**src/rtl/mem_stage.sv**
```systemverilog
// MEM pipeline stage: drives the data-memory handshake, flags misaligned and
// timed-out accesses, resolves the branch redirect and loads the MEM/WB register.
module mem_stage #(
    parameter int unsigned TIMEOUT = 255
) (
    input  logic        clk,
    input  logic        rst,
    input  logic        valid_in,
    input  logic [63:0] pc_in,
    input  logic        zero_in,
    input  logic        branch_in,
    input  logic [31:0] alu_result_in,
    input  logic [31:0] read_data2_in,
    input  logic [4:0]  write_reg_in,
    input  logic        memwrite_in,
    input  logic        memread_in,
    input  logic        memtoreg_in,
    input  logic        regwrite_in,
    output logic        dmem_req,
    output logic        dmem_we,
    output logic [31:0] dmem_addr,
    output logic [31:0] dmem_wdata,
    input  logic        dmem_ready,
    input  logic [31:0] dmem_rdata,
    output logic        stall,
    output logic        pcsrc,
    output logic [63:0] branch_target,
    output logic        wb_valid,
    output logic [31:0] wb_read_data,
    output logic [31:0] wb_alu_result,
    output logic [4:0]  wb_write_reg,
    output logic        wb_memtoreg,
    output logic        wb_regwrite,
    output logic        misalign_err,
    output logic        timeout_err
);

    localparam int unsigned CW = $clog2(TIMEOUT + 1) + 1;

    localparam logic [0:0] S_IDLE = 1'b0;
    localparam logic [0:0] S_WAIT = 1'b1;

    logic [0:0]    r_state;
    logic [CW-1:0] r_wait_cnt;

    logic [31:0]   r_addr;
    logic [31:0]   r_wdata;
    logic          r_we;
    logic          r_rd;
    logic [4:0]    r_wreg;
    logic          r_memtoreg;
    logic          r_regwrite;

    logic          r_wb_valid;
    logic [31:0]   r_wb_read_data;
    logic [31:0]   r_wb_alu_result;
    logic [4:0]    r_wb_write_reg;
    logic          r_wb_memtoreg;
    logic          r_wb_regwrite;
    logic          r_misalign_err;
    logic          r_timeout_err;

    logic          w_in_wait;
    logic          w_memop;
    logic          w_aligned;
    logic          w_issue;
    logic          w_misalign;
    logic          w_timeout;

    assign w_in_wait  = (r_state == S_WAIT);
    assign w_memop    = memread_in | memwrite_in;
    assign w_aligned  = (alu_result_in[1:0] == 2'b00);
    assign w_issue    = !w_in_wait && valid_in && w_memop && w_aligned;
    assign w_misalign = !w_in_wait && valid_in && w_memop && !w_aligned;
    // The abort cycle withdraws the request, so a stall run is at most TIMEOUT+1 cycles.
    assign w_timeout  = w_in_wait && (r_wait_cnt == CW'(TIMEOUT));

    always_comb begin
        stall    = 1'b0;
        dmem_req = 1'b0;
        dmem_we  = 1'b0;
        pcsrc    = 1'b0;
        if (!rst) begin
            if (w_in_wait) begin
                if (!w_timeout) begin
                    dmem_req = 1'b1;
                    dmem_we  = r_we;
                    stall    = !dmem_ready;
                end
            end else begin
                stall = w_issue;
                pcsrc = valid_in & branch_in & zero_in;
            end
        end
    end

    assign dmem_addr     = r_addr;
    assign dmem_wdata    = r_wdata;
    assign branch_target = pc_in;

    always_ff @(posedge clk) begin
        if (rst) begin
            r_state         <= S_IDLE;
            r_wait_cnt      <= '0;
            r_addr          <= '0;
            r_wdata         <= '0;
            r_we            <= 1'b0;
            r_rd            <= 1'b0;
            r_wreg          <= '0;
            r_memtoreg      <= 1'b0;
            r_regwrite      <= 1'b0;
            r_wb_valid      <= 1'b0;
            r_wb_read_data  <= '0;
            r_wb_alu_result <= '0;
            r_wb_write_reg  <= '0;
            r_wb_memtoreg   <= 1'b0;
            r_wb_regwrite   <= 1'b0;
            r_misalign_err  <= 1'b0;
            r_timeout_err   <= 1'b0;
        end else if (!w_in_wait) begin
            if (w_issue) begin
                r_state    <= S_WAIT;
                r_wait_cnt <= '0;
                r_addr     <= alu_result_in;
                r_wdata    <= read_data2_in;
                r_we       <= memwrite_in;
                r_rd       <= memread_in;
                r_wreg     <= write_reg_in;
                r_memtoreg <= memtoreg_in;
                r_regwrite <= regwrite_in & ~memwrite_in;
            end else if (!valid_in || w_misalign) begin
                // Bubble: only the qualifying bits drop, data fields keep their values.
                r_wb_valid    <= 1'b0;
                r_wb_regwrite <= 1'b0;
                r_wb_memtoreg <= 1'b0;
                if (w_misalign) begin
                    r_misalign_err <= 1'b1;
                end
            end else begin
                r_wb_valid      <= 1'b1;
                r_wb_read_data  <= '0;
                r_wb_alu_result <= alu_result_in;
                r_wb_write_reg  <= write_reg_in;
                r_wb_memtoreg   <= memtoreg_in;
                r_wb_regwrite   <= regwrite_in;
            end
        end else begin
            if (w_timeout) begin
                r_state       <= S_IDLE;
                r_timeout_err <= 1'b1;
                r_wb_valid    <= 1'b0;
                r_wb_regwrite <= 1'b0;
                r_wb_memtoreg <= 1'b0;
            end else if (dmem_ready) begin
                r_state         <= S_IDLE;
                r_wb_valid      <= 1'b1;
                r_wb_read_data  <= r_rd ? dmem_rdata : '0;
                r_wb_alu_result <= r_addr;
                r_wb_write_reg  <= r_wreg;
                r_wb_memtoreg   <= r_memtoreg;
                r_wb_regwrite   <= r_regwrite;
            end else begin
                r_wait_cnt <= r_wait_cnt + CW'(1);
            end
        end
    end

    assign wb_valid      = r_wb_valid;
    assign wb_read_data  = r_wb_read_data;
    assign wb_alu_result = r_wb_alu_result;
    assign wb_write_reg  = r_wb_write_reg;
    assign wb_memtoreg   = r_wb_memtoreg;
    assign wb_regwrite   = r_wb_regwrite;
    assign misalign_err  = r_misalign_err;
    assign timeout_err   = r_timeout_err;

endmodule

```
**config.mk**
```make
export PLATFORM = sky130hd
export DESIGN_NAME = mem_stage
export DESIGN_NICKNAME = d
export VERILOG_FILES = /design/src/rtl/mem_stage.sv
export SDC_FILE = /design/constraint.sdc
export NUM_CORES = 1
export LEC_CHECK = 0
export BUFFER_PORTS_ARGS = -buffer_cell sky130_fd_sc_hd__buf_2
export CAP_MARGIN = 20
export CORE_AREA = 4 4 145 147
export DETAILED_ROUTE_END_ITERATION = 6
export DIE_AREA = 0 0 149 151
export GPL_TIMING_DRIVEN = 0
export PLACE_DENSITY = 0.72
export SETUP_SLACK_MARGIN = 0.1
export SLEW_MARGIN = 20
export SYNTH_ARGS = -nofsm -noshare
export SYNTH_HDL_FRONTEND = slang
export SYNTH_SLANG_ARGS = --single-unit
```
**constraint.sdc**
```tcl
create_clock -name clk -period 2.85 [get_ports clk]
set_clock_uncertainty 0.15 [all_clocks]
set_input_delay 0 -clock clk [delete_from_list [all_inputs] [get_ports clk]]
set_output_delay 0 -clock clk [all_outputs]
set_load 0.05 [all_outputs]
```
Word-level counts from Yosys, hierarchy flattened
Index checks and enable logic that the tools add are counted.
{ "word_totals": {"input_bits": 175, "elab_cells": 100, "ff_bits": 157, "out_inout_bits": 206} }
{ "op_classes": {"n_reduce_logical": 18, "eq_ne": 7, "addsub": 1, "mux": 50, "bitwise_logic": 7} }
{ "op_table": {"columns": ["operator", "n"], "rows": [
  ["$mux 32", 11],
  ["$mux 9", 4],
  ["$mux 1", 30],
  ["$mux 5", 5],
  ["$ne 2x2->1 const B", 5],
  ["$add 9x1->9 const B", 1],
  ["$eq 9x8->1 const B", 1],
  ["$reduce_and 4->1", 2],
  ["$reduce_and 2->1", 3],
  ["$logic_and 1x1->1", 5],
  ["$logic_not 1->1", 4],
  ["$and 1x1->1", 3],
  ["$ne 3x2->1 const B", 1],
  ["$not 1->1", 3],
  ["$reduce_and 3->1", 1],
  ["$logic_not 2->1", 1],
  ["$reduce_bool 2->1", 1],
  ["$logic_or 1x1->1", 1],
  ["$or 1x1->1", 1]
]} }

Logic depth before layout (Yosys ltp)
Gate-level depths: netlist of the first run.
{ "logic_depth": {"word_depth": 8, "mapped_depth": 10, "ltp_nobuf": 8} }

Worst setup path after synthesis of the first run
Ideal clock, no wire load.
{ "synth_timing": {"path_kind": "reg-to-output", "startpoint": "reg r_wait_cnt[0]", "endpoint": "out dmem_we", "path_stages_with_launch": 10, "t_arrival_ps": 2583, "n_path_buf": 2, "setup_slack_ps": 117, "t_required_ps": 2700, "path_cell_list": "dfxtp_1 > ha_1 > nand2_1 > nor2_1 > ha_1 > nand2b_1 > clkbuf_1 > clkbuf_1 > nor2_1 > and2_1"} }
{ "synth_between": {"elab_chain_len": 5} }
{ "synth_rtl": {"columns": ["item", "line_no", "source"], "rows": [
  ["start: declaration", "44", "logic [CW-1:0] r_wait_cnt;"],
  ["start signal: assignment", "163", "r_wait_cnt <= r_wait_cnt + CW'(1);"],
  ["$eq 9x8->1", "76", "assign w_timeout = w_in_wait && (r_wait_cnt == CW'(TIMEOUT));"],
  ["$logic_and 1x1->1", "76", null],
  ["$mux 1", "85", "if (!w_timeout) begin"],
  ["$mux 1", "84", "if (w_in_wait) begin"],
  ["$mux 1", "83", "if (!rst) begin"],
  ["end: declaration", "20", "output logic dmem_we,"]
]} }
No other way between the ends.

Worst setup path in the final report of the first run
{ "layout_timing": {"startpoint": "reg r_wait_cnt[4]", "endpoint": "reg r_wb_read_data[0] (netlist: wb_read_data[0])"} }
{ "layout_between": {"elab_chain_len": 4} }
{ "layout_rtl": {"columns": ["item", "line_no", "source"], "rows": [
  ["$eq 9x8->1", "76", null],
  ["$logic_and 1x1->1", "76", null],
  ["$ne 2x2->1 (no line)", null, null],
  ["$reduce_and 4->1 (no line)", null, null],
  ["end signal: assignment", "157", "r_wb_read_data <= r_rd ? dmem_rdata : '0;"],
  ["end: declaration", "55", "logic [31:0] r_wb_read_data;"]
]} }
No other way between the ends.
A chain may end at the register's enable or synchronous reset.

==> flow_summary.ini, run 1 <==
[sta]
fin_crit_ps = 2600
finalHoldViolations = 0
slew_headroom = 0.447
tns_ps = 0
setup_violations = 0
rsz0062_at_grt = true
worstMarginPinSlew_ps = 826
fmax_mhz = 384
layout_worst_path_cycle_share = 0.913
layout_setup_ws_ps = 247
slew_viol_final = 0

[finish]
finalNonFillerCells = 1516
antenna_cells = 0
finalNetCount = 1410
syn_to_final_growth_pct = 56.8
drive_gt1_frac = 0.358

[worst_setup_path]
crit_required_ps = 3000
timing.rr.end = wb_read_data[0]$_SDFFE_PP0P_
cp-start-kind = flip-flop
timing.rr.start = r_wait_cnt[4]$_SDFFE_PP0P_
crit_type = flip-flop to flip-flop
r2r_cells = 8
crit_path_top_delay_cell = dlygate4sd3_1
r2r_setup_slack_ps = 250
cp_cell_sequence = and4_1 -> nand2_1 -> nor2_1 -> ha_2 -> a22oi_2 -> clkbuf_1 -> o21ai_0 -> dlygate4sd3_1
cp_num_buf_inv = 2
critPathMaxFanout = 10
cp.arrival_ps = 2760
end_kind = flip-flop
critical_path.max_stage_delay_ps = 590
path_delay_family = buffers and inverters

[logic_synthesis]
netlist_instances = 787
netlist_top_cells_area = dfxtp_1, nand2_1, buf_4
synth_area_mm2 = 0.00639
netlist-cell-type-count = 38
synth_top_cell_by_area = dfxtp_1
ys_async_sr_fraction = 0
seq_area_frac_synth = 0.492
synth_top_area_frac = 0.492
synth_flop_cell = dfxtp_1
avgSynthCellArea_um2 = 8.11
ys_ff_latch = 157
ys_warn_count = 0
synth-edff-count = 0
syn_nets = 964

[floorplanning]
core_area_mm2 = 0.0199
dieHeight_um = 151
dieArea_mm2 = 0.0225
start_util = 0.321
fp.dieW_um = 149
pin_count = 381
rows = 52

[route]
drt-total-wl_um = 24300
drcViolationCount = 0
vias = 7146
viasPerCell = 4.71
first_iter_violations = 318
wl_per_cell_um = 16.0
dr.pass1.iters = 7
ant_nets = 0

[global_routing]
antenna_found_initial = 0
grt_max_degree = 18
track_usage = 0.203
grt_first_pass_wirelength_um = 36300
grt_pass1_vias = 7018
overflow = 0

[pwr]
p_leak_nw = 4.53
vdd_drop_max_mv = 0.392
powerDensity_mw_per_mm2 = 559

[cts]
cts-htree-levels = 4
cts_tree = built
cts_made_buffers = 17
clock-root-buffer = clkbuf_16
clockBufferDepth = 2
clkSinkCount = 157
clk_latency_ps = 420
clkTransAtPathRegs_ps = 70

[worst_hold_path]
hold_path_depth = 5
min_to = misalign_err$_SDFFE_PP0P_
hp-class = input pin to flip-flop
min_from = valid_in

[placed_design]
port_buffers = 316
place_ws_ps = 94.0
dp_cells = 1373
post-dp-hpwl_um = 17100
finalWeightedCongestion = 0.836

[run_status]
status = completed

[run]
maxCapViolCount = 0
==> area by class of cell <==
class	count	area, µm²
Tap cell	270	338
Fill cell	1874	9900
Timing Repair Buffer	427	2700
Sequential cell	157	3140
Buffer	126	788
Clock buffer	17	425
Multi-Input combinational cell	499	2460
Inverter	5	18.8
Clock inverter	15	143
==> layer usage <==
layer / vias up / routed length [µm] / global-route usage / part of all wire
met5: - / 0 / 0 / 0
met4: 0 / 579 / 0.0627 / 0.024
met3: 42 / 1990 / 0.0583 / 0.082
met2: 339 / 12300 / 0.369 / 0.51
met1: 3265 / 9430 / 0.229 / 0.39
li1: 3500 / - / - / -
==> where the power goes <==
group          internal (W)  leakage (nW)  switching [W]  total, W
Clock               0.00116         0.276        0.00105   0.00221
Combinational      0.000378          2.97       0.000711   0.00109
Sequential          0.00226          1.27      0.0000370   0.00230
==> worst max path at each step <==
stage	endpoint	start	cells past startpoint	slack, ps
after floorplan	dmem_we	r_wait_cnt[0]$_SDFFE_PP0P_	9	120
after global placement	wb_alu_result[1]$_SDFFE_PP0P_	r_wait_cnt[0]$_SDFFE_PP0P_	9	120
after detailed placement	wb_alu_result[1]$_SDFFE_PP0P_	r_wait_cnt[0]$_SDFFE_PP0P_	9	90
after CTS	stall	r_wait_cnt[0]$_SDFFE_PP0P_	10	130
after global routing	dmem_we	r_wait_cnt[5]$_SDFFE_PP0P_	10	110
final	wb_read_data[0]$_SDFFE_PP0P_	r_wait_cnt[4]$_SDFFE_PP0P_	8	250
==> cell families (layout without fill, tap and decap cells) <==
family	count (synthesis)	in the layout	synth area share
compound gates	204	204	0.189
flops	157	157	0.492
simple gates	293	293	0.191
fa+ha+maj	2	2	0.00392
buf+inv	131	590	0.124
==> stage by stage <==
stage / hold slack, ps / total power (W) / util / instance area [µm²]
after global placement: 67.3 / 0.00331 / 0.417 / 8310
final: 24.8 / 0.00560 / 0.503 / 10000
after global routing: 51.7 / 0.00581 / 0.503 / 10000
after floorplan: -19.6 / 0.00303 / - / 6390
after detailed placement: 72.7 / 0.00331 / 0.417 / 8310
after CTS: 20.8 / 0.00564 / 0.502 / 10000
==> synth_stat cells, drive strengths merged, types with 2 or more instances <==
master / instances
or4b: 3
dfxtp: 157
nand2: 183
and3: 2
clkbuf: 40
a211oi: 40
o211ai: 2
a21boi: 4
or3: 3
and2: 4
nor2: 52
nand3: 36
ha: 2
a21oi: 78
o21ai: 38
buf: 86
o22ai: 37
a31oi: 2
inv: 4
==> what timing repair did <==
action	in CTS	in global routing
resized for setup	5	11
endpoints found under the hold margin	155	0
endpoints found under the setup margin	4	19
hold buffers	111	0
setup buffers	0	0
==> cell usage in the layout, fill, tap and decap left out, types with 37 or more instances in the layout <==
cell,instances
a211oi_1,38
a21oi_1,78
buf_2,329
buf_4,67
dfxtp_1,156
dlygate4sd3_1,111
nand2_1,183
nor2_1,52
o21ai_0,38
o22ai_1,37
==> worst register-to-register path, delay by kind of cell, from the launching register on <==
family          cells  cell delay [ps]
flops               1              330
buf+inv             2             1010
fa+ha+maj           1              200
simple gates        3              380
compound gates      2              410
No activity file was read; power rests on OpenSTA's default activity.
==> run 2: changes to the inputs <==
- CELL_PAD_IN_SITES_DETAIL_PLACEMENT: not set -> 0
- CELL_PAD_IN_SITES_GLOBAL_PLACEMENT: not set -> 1
- CORE_AREA: 4 4 145 147 -> not set
- CORE_MARGIN: not set -> 4
- CORE_UTILIZATION: not set -> 30
- DIE_AREA: 0 0 149 151 -> not set
- PLACE_DENSITY: 0.72 -> 0.9
- TNS_END_PERCENT: not set -> 30
==> flow_summary.ini, run 2 (synthesized netlist as in run 1, its figures left out) <==
[run_status]
status = completed

[cts]
clkSinkCount = 157
cts_setup_buffers = 0
cts_made_buffers = 17
clkTransAtPathRegs_ps = 60
clockBufferDepth = 2
clk_latency_ps = 430
clock-root-buffer = clkbuf_16
cts-htree-levels = 4
cts_tree = built

[floorplanning]
fp.dieW_um = 154
pin_count = 381
core_area_mm2 = 0.0210
dieHeight_um = 154
start_util = 0.305
dieArea_mm2 = 0.0237
rows = 53

[finish]
num-fill-cells = 2036
finalNetCount = 1412
layout_commonest_cell = buf_2
syn_to_final_growth_pct = 57.7
antenna_cells = 0
final_cell_mix = buf_2, nand2_1, dfxtp_1
drive_gt1_frac = 0.357

[worst_setup_path]
cp-start-kind = flip-flop
crit_path_top_delay_cell = dfxtp_1
end_kind = output pin
critPathMaxFanout = 10
crit_required_ps = 2700
crit_type = flip-flop to output pin
timing.rr.start = r_wait_cnt[1]$_SDFFE_PP0P_
critical_path.max_stage_delay_ps = 410
cp.arrival_ps = 2530
path_delay_family = buffers and inverters
cp_num_buf_inv = 3
cp_cell_sequence = ha_2 -> nand2_1 -> nor2_1 -> ha_2 -> nor3b_2 -> a31oi_1 -> buf_2 -> clkbuf_4 -> nor2_1 -> buf_4
startpoint = r_wait_cnt[1]$_SDFFE_PP0P_

[global_routing]
track_usage = 0.195
grt_max_degree = 17
antenna_found_initial = 0
overflow = 0
grt_pass1_vias = 7087
grt_first_pass_wirelength_um = 37600

[route]
wl_per_cell_um = 15.8
drt-met1-wl_um = 9770
drt-total-wl_um = 24100
vias = 7212
ant_nets = 0
first_iter_violations = 320
dr.pass1.iters = 5
viasPerCell = 4.74
wl_met2_um = 11800
wl_met3_um = 2060
routed.top_layer = met4
drcViolationCount = 0

[pwr]
p_leak_nw = 4.54
vdd_drop_max_mv = 0.401
powerDensity_mw_per_mm2 = 571

[worst_hold_path]
hp-class = input pin to flip-flop
min_from = valid_in

[placed_design]
post-dp-hpwl_um = 17000
finalWeightedCongestion = 0.800
port_buffers = 316
place_ws_ps = 130

[sta]
rsz0062_at_grt = true
setup_violations = 0
slew_viol_final = 0
fin_crit_ps = 2680
fmax_mhz = 373
slew_headroom = 0.285
layout_setup_ws_ps = 167
worstMarginPinSlew_ps = 1070
finalHoldViolations = 0
layout_worst_path_cycle_share = 0.941
tns_ps = 0

[run]
maxCapViolCount = 0
[run 2: layout make-up]
type,instances,area [µm²],area share
clock buffers,18,429,0.0426
plain buffers,126,786,0.0780
well taps,275,344,0.0342
inverters,5,18.8,0.00186
clock inverters,14,170,0.0169
flip-flops and latches,157,3140,0.312
multi-input cells,499,2460,0.244
repair buffers,429,2720,0.270
[run 2: final timing paths]
path | to | slack (ps) | cells past startpoint
worst min-delay path | misalign_err$_SDFFE_PP0P_ | 40 | 5
worst max-delay path | stall | 170 | 10
worst max register to register | wb_memtoreg$_SDFFE_PP0P_ | 290 | 10
worst min register to register | dmem_wdata[27]$_SDFFE_PP0P_ | 300 | 2
[run 2: stage by stage]
stage                     hold WS, ps  cell area, µm²  instances   util  total power [W]
after CTS                        28.3           10000       1523  0.480          0.00579
after floorplan                 -19.6            6390        787      -          0.00303
after global placement           68.4            8310       1378  0.397          0.00331
final                            36.3           10100       1523  0.480          0.00575
after global routing             83.3           10100       1523  0.480          0.00596
after detailed placement         73.5            8310       1378  0.397          0.00332
[run 2: worst reg2reg max path: cells and delay by family, from the launching register on]
kind,cells,cell delay (ps)
simple gates,4,320
fa+ha+maj,2,500
compound gates,2,320
buf+inv,2,780
flops,1,410
[run 2: repair_timing]
item	in CTS	in global routing
gates resized for setup	4	10
hold endpoints to repair	155	0
setup endpoints to repair	3	16
gates cloned	0	0
hold buffers	113	0
[run 2: power by group]
| group | total (W) | switching, W | internal, W |
|---|---|---|---|
| clock | 0.00235 | 0.00103 | 0.00133 |
| combinational | 0.00109 | 0.000711 | 0.000380 |
| sequential | 0.00230 | 0.0000383 | 0.00226 |
| total | 0.00575 | 0.00178 | 0.00397 |
[run 2: per-layer routing]
layer | global-route usage | vias up
met5 | 0 | -
met4 | 0.0618 | 0
met3 | 0.0625 | 39
met2 | 0.329 | 310
met1 | 0.237 | 3340
li1 | - | 3523
